==> config.mk <==
export PLATFORM = sky130hd
export DESIGN_NAME = paint_ctrl
export DESIGN_NICKNAME = d
export VERILOG_FILES = /design/src/rtl/paint_ctrl.sv
export SDC_FILE = /design/constraint.sdc
export NUM_CORES = 1
export LEC_CHECK = 0
export CELL_PAD_IN_SITES_DETAIL_PLACEMENT = 0
export CELL_PAD_IN_SITES_GLOBAL_PLACEMENT = 1
export CORE_MARGIN = 2
export CORE_UTILIZATION = 48
export DETAILED_ROUTE_END_ITERATION = 10
export GPL_ROUTABILITY_DRIVEN = 0
export PLACE_DENSITY_LB_ADDON = 0.1
export SYNTH_ARGS = -nofsm -noshare
export SYNTH_HDL_FRONTEND = slang
export SYNTH_SLANG_ARGS = --single-unit
export TNS_END_PERCENT = 100
==> constraint.sdc <==
create_clock -name clk -period 4.8 [get_ports clk]
set_input_delay 0.48 -clock clk [delete_from_list [all_inputs] [get_ports clk]]
set_output_delay 0.48 -clock clk [all_outputs]
set_load 0.05 [all_outputs]
==> src/rtl/paint_ctrl.sv <==
// paint_ctrl: debounced cursor stepping with auto-repeat and frame-buffer painting
module paint_ctrl #(
   parameter int          DEBOUNCE_CYCLES = 1_000_000,
   parameter int          HOLD_DELAY      = 25_000_000,
   parameter int          REPEAT_PERIOD   = 5_000_000,
   parameter logic [7:0]  X_INIT          = 8'h80,
   parameter logic [7:0]  Y_INIT          = 8'h80
) (
   input  logic        clk,
   input  logic        rst,
   input  logic        btn_up,
   input  logic        btn_down,
   input  logic        btn_left,
   input  logic        btn_right,
   input  logic        draw,
   input  logic [11:0] color,
   output logic [7:0]  x,
   output logic [7:0]  y,
   output logic        we,
   output logic [15:0] waddr,
   output logic [11:0] wdata
);
   localparam int DW = $clog2(DEBOUNCE_CYCLES + 1);
   typedef enum logic [1:0] {IDLE, HOLD, REPEAT} state_t;
   state_t      st;
   logic [4:0]  raw, s1, s2;
   logic [3:0]  dir, last;
   logic [24:0] tmr;
   logic        chg, hold_hit, rep_hit, step;
   logic [7:0]  nx, ny;
   assign raw = {draw, btn_up, btn_down, btn_left, btn_right};
   // two-flop synchronizers for all raw inputs, draw in bit 4
   always_ff @(posedge clk)
      if (!rst) begin
         s1 <= '0;
         s2 <= '0;
      end else begin
         s1 <= raw;
         s2 <= s1;
      end
   genvar i;
   generate
      for (i = 0; i < 4; i++) begin : g_db
         logic [DW-1:0] cnt;
         logic          db;
         assign dir[i] = db;
         // accept a button change only after it has been stable for DEBOUNCE_CYCLES
         always_ff @(posedge clk)
            if (!rst) begin
               cnt <= '0;
               db  <= 1'b0;
            end else if (s2[i] == db)
               cnt <= '0;
            else if (cnt == DW'(DEBOUNCE_CYCLES)) begin
               cnt <= '0;
               db  <= ~db;
            end else
               cnt <= cnt + 1'b1;
      end
   endgenerate
   // step decision and next cursor position, modulo 256 on each axis
   always_comb begin
      chg      = dir != last;
      hold_hit = tmr == 25'(HOLD_DELAY - 1);
      rep_hit  = tmr == 25'(REPEAT_PERIOD - 1);
      step     = (dir != 4'd0) && (st == IDLE || chg || (st == HOLD ? hold_hit : rep_hit));
      nx       = x + {7'd0, dir[2]} - {7'd0, dir[3]};
      ny       = y + {7'd0, dir[0]} - {7'd0, dir[1]};
   end
   // step FSM: one step per press, then auto-repeat after the hold delay
   always_ff @(posedge clk)
      if (!rst) begin
         st   <= IDLE;
         tmr  <= '0;
         last <= '0;
         x    <= X_INIT;
         y    <= Y_INIT;
      end else begin
         last <= dir;
         tmr  <= (step || st == IDLE) ? '0 : tmr + 1'b1;
         x    <= step ? nx : x;
         y    <= step ? ny : y;
         st   <= dir == 4'd0 ? IDLE :
                 st == IDLE ? HOLD :
                 chg        ? HOLD :
                 st == HOLD ? (hold_hit ? REPEAT : HOLD) : REPEAT;
      end
   // write port follows the cursor one cycle behind, enabled by synchronized draw
   always_ff @(posedge clk)
      if (!rst) begin
         we    <= 1'b0;
         waddr <= {X_INIT, Y_INIT};
         wdata <= '0;
      end else begin
         we    <= s2[4];
         waddr <= {x, y};
         wdata <= color;
      end
endmodule

==> impl_metrics.json <==
{
  "status": "completed",
  "hold_buffers": 0,
  "worst_setup_path_start_kind": "flop",
  "max_freq_ghz": 0.409,
  "fin_nets": 918,
  "leakagePower_uw": 0.00311,
  "grt_overflow": 0,
  "dieArea_um2": 16600,
  "syn_nets": 856,
  "fill_cells": 1391,
  "clk-insertion-delay-late_ps": 420,
  "die_x_um": 129,
  "cp_max_fo": 23,
  "ant_nets": 0,
  "worstPathCellList": "ha_1 > and4_4 > nand2_1 > a211oi_2 > o21a_1 > buf_4 > a22oi_1",
  "cts_buffers": 17,
  "max_stage_delay_ps": 530,
  "min_period_ps": 2440,
  "synthTopCellsByCount": "dfxtp_1, nor2_1, xor2_1",
  "post-synth-top-count-cell": "dfxtp_1",
  "syn_area_per_cell_um2": 9.24,
  "cts_resized": 0,
  "grt_pass1_wl_um": 25600,
  "route.top_layer_used": "met4",
  "met2_wirelength_um": 6920,
  "clk_pin_slew_ps": 60,
  "clock_sinks": 170,
  "dr.first_iter.drc_count": 264,
  "start_util": 0.491,
  "synthToLayoutAreaGrowth_pct": 18.4,
  "final_cell_area_um2": 8840,
  "maxCapViolCount": 0,
  "place_area_um2": 8200,
  "synth-seq-area-share": 0.456,
  "peakVddDrop_mv": 0.247,
  "drc_errors": 0,
  "grt_max_degree": 54,
  "wl_per_cell_um": 14.1,
  "io_buffers": 63,
  "root_buffer": "clkbuf_16",
  "synthFlopType": "dfxtp_1",
  "synthTopCellsByArea": "dfxtp_1, xor2_1, xnor2_1, nor2_1, ha_1",
  "drive_gt1_frac": 0.0544,
  "grt_usage": 0.192,
  "htreeDepth": 4,
  "synth_top_area_frac": 0.456,
  "wl_met3_um": 547,
  "ys.warnings.count": 0,
  "setup_tns_ps": 0,
  "wl_um": 15100,
  "holdCritPathClass": "reg2reg",
  "cp_data_arrival_time_ps": 2710,
  "via_per_inst": 5.18,
  "period_share": 0.509,
  "place_hpwl_um": 10400,
  "core_um2": 15200,
  "critPathSlowestCell": "o21a_1",
  "synth_cells": 808,
  "crit_required_ps": 5060,
  "finalSetupViolCount": 0,
  "slew_viol_final": 0,
  "regToRegSetupSlack_ps": 2360,
  "hold_viol": 0,
  "critical_path_class": "reg2reg",
  "cts_tree": "built",
  "vias": 5544,
  "drt_pass1_iterations": 4,
  "relSlewSlack": 0.368,
  "synthArstFlopShare": 0,
  "num_rows": 45,
  "rsz0062_at_grt": "false",
  "p_per_area_nw_per_um2": 334,
  "worst_slew_pin_slew_ps": 938,
  "cts_buffer_depth": 2,
  "path_delay_family": "compound AO/OA/AOI/OAI gates",
  "synth_cell_type_count": 58,
  "io_pins": 64,
  "wl_met1_um": 7360,
  "antenna_found_initial": 0,
  "path_buf_inv": 1,
  "finClkSkew_ps": 7.14,
  "die_height_um": 129,
  "synth_area_leader_cell": "dfxtp_1",
  "utilization": 0.581,
  "antennaDiodeCount": 0,
  "whs_ps": 434,
  "grt_pass1_vias": 5410,
  "synth.ff_latch_count": 170,
  "syn_area_um2": 7460,
  "end_kind": "flop",
  "cts_setup_buffers": 0,
  "synth_edf_count": 0
}
through the flow:
stage	setup slack (ps)	power (uW)	std cells
final	2360	2950	1071
after global routing	2100	3050	1071
after CTS	2310	2990	1071
after detailed placement	2330	1520	1039
after global placement	2400	1520	1039
after floorplan	2590	1490	808
cell type report:
type / count / area, um2 / share of cell area
Timing Repair Buffer: 65 / 641 / 0.0725
Clock buffer: 18 / 439 / 0.0497
Sequential cell: 170 / 3400 / 0.385
Multi-Input combinational cell: 558 / 3700 / 0.419
Clock inverter: 14 / 198 / 0.0224
Inverter: 58 / 218 / 0.0246
Tap cell: 188 / 235 / 0.0266
flip-flops by register name, summed over array words and instances, names as in the netlist:
name	flops
g_db.db	4
tmr	25
waddr	16
last	4
s2	5
we	1
s1	5
wdata	12
st	2
g_db.cnt	80
x	8
y	8
final timing paths:
kind                 to   start  depth (start not counted)
hold reg to reg   s2[2]   s1[2]                          1
setup / recovery   y[1]  tmr[0]                          7
setup reg to reg   y[1]  tmr[0]                          7
hold / removal    s2[2]   s1[2]                          1
per-layer routing:
metal | track usage | vias up
met1 | 0.254 | 2599
met4 | 0.0595 | 0
met3 | 0.0536 | 19
met5 | 0 | -
met2 | 0.308 | 78
li1 | - | 2848
where the power goes:
| group | internal (uW) | switching, uW | leakage (uW) | total (uW) |
|---|---|---|---|---|
| clock network | 886 | 574 | 0.000294 | 1460 |
| registers | 1420 | 3.77 | 0.00137 | 1420 |
| logic | 27.8 | 38.5 | 0.00144 | 66.4 |
cells in the final DEF (no fill, tap or decap), types with 9 or more instances in the layout:
cell type,instances
nor2_1,104
nor3_1,42
nor4b_1,12
inv_1,58
and2_1,29
ha_1,27
clkbuf_16,17
nand4_1,24
nand3_1,35
and4_1,11
dfxtp_1,170
clkdlybuf4s50_1,62
xnor2_1,56
nand2_1,55
xor2_1,59
nor4_1,9
cells by family (layout without fill, tap and decap cells):
family | after synthesis | after routing | synth area share
xor gates and xnor gates | 115 | 115 | 0.135
AOI/OAI and AO/OA | 42 | 42 | 0.0443
DFF | 170 | 170 | 0.456
and+or+nand+nor | 367 | 367 | 0.260
adders and majority gates | 29 | 29 | 0.0506
buffers and inverters | 80 | 155 | 0.0475
muxes | 5 | 5 | 0.00671
Note: power is estimated with default switching activity, not from simulation.
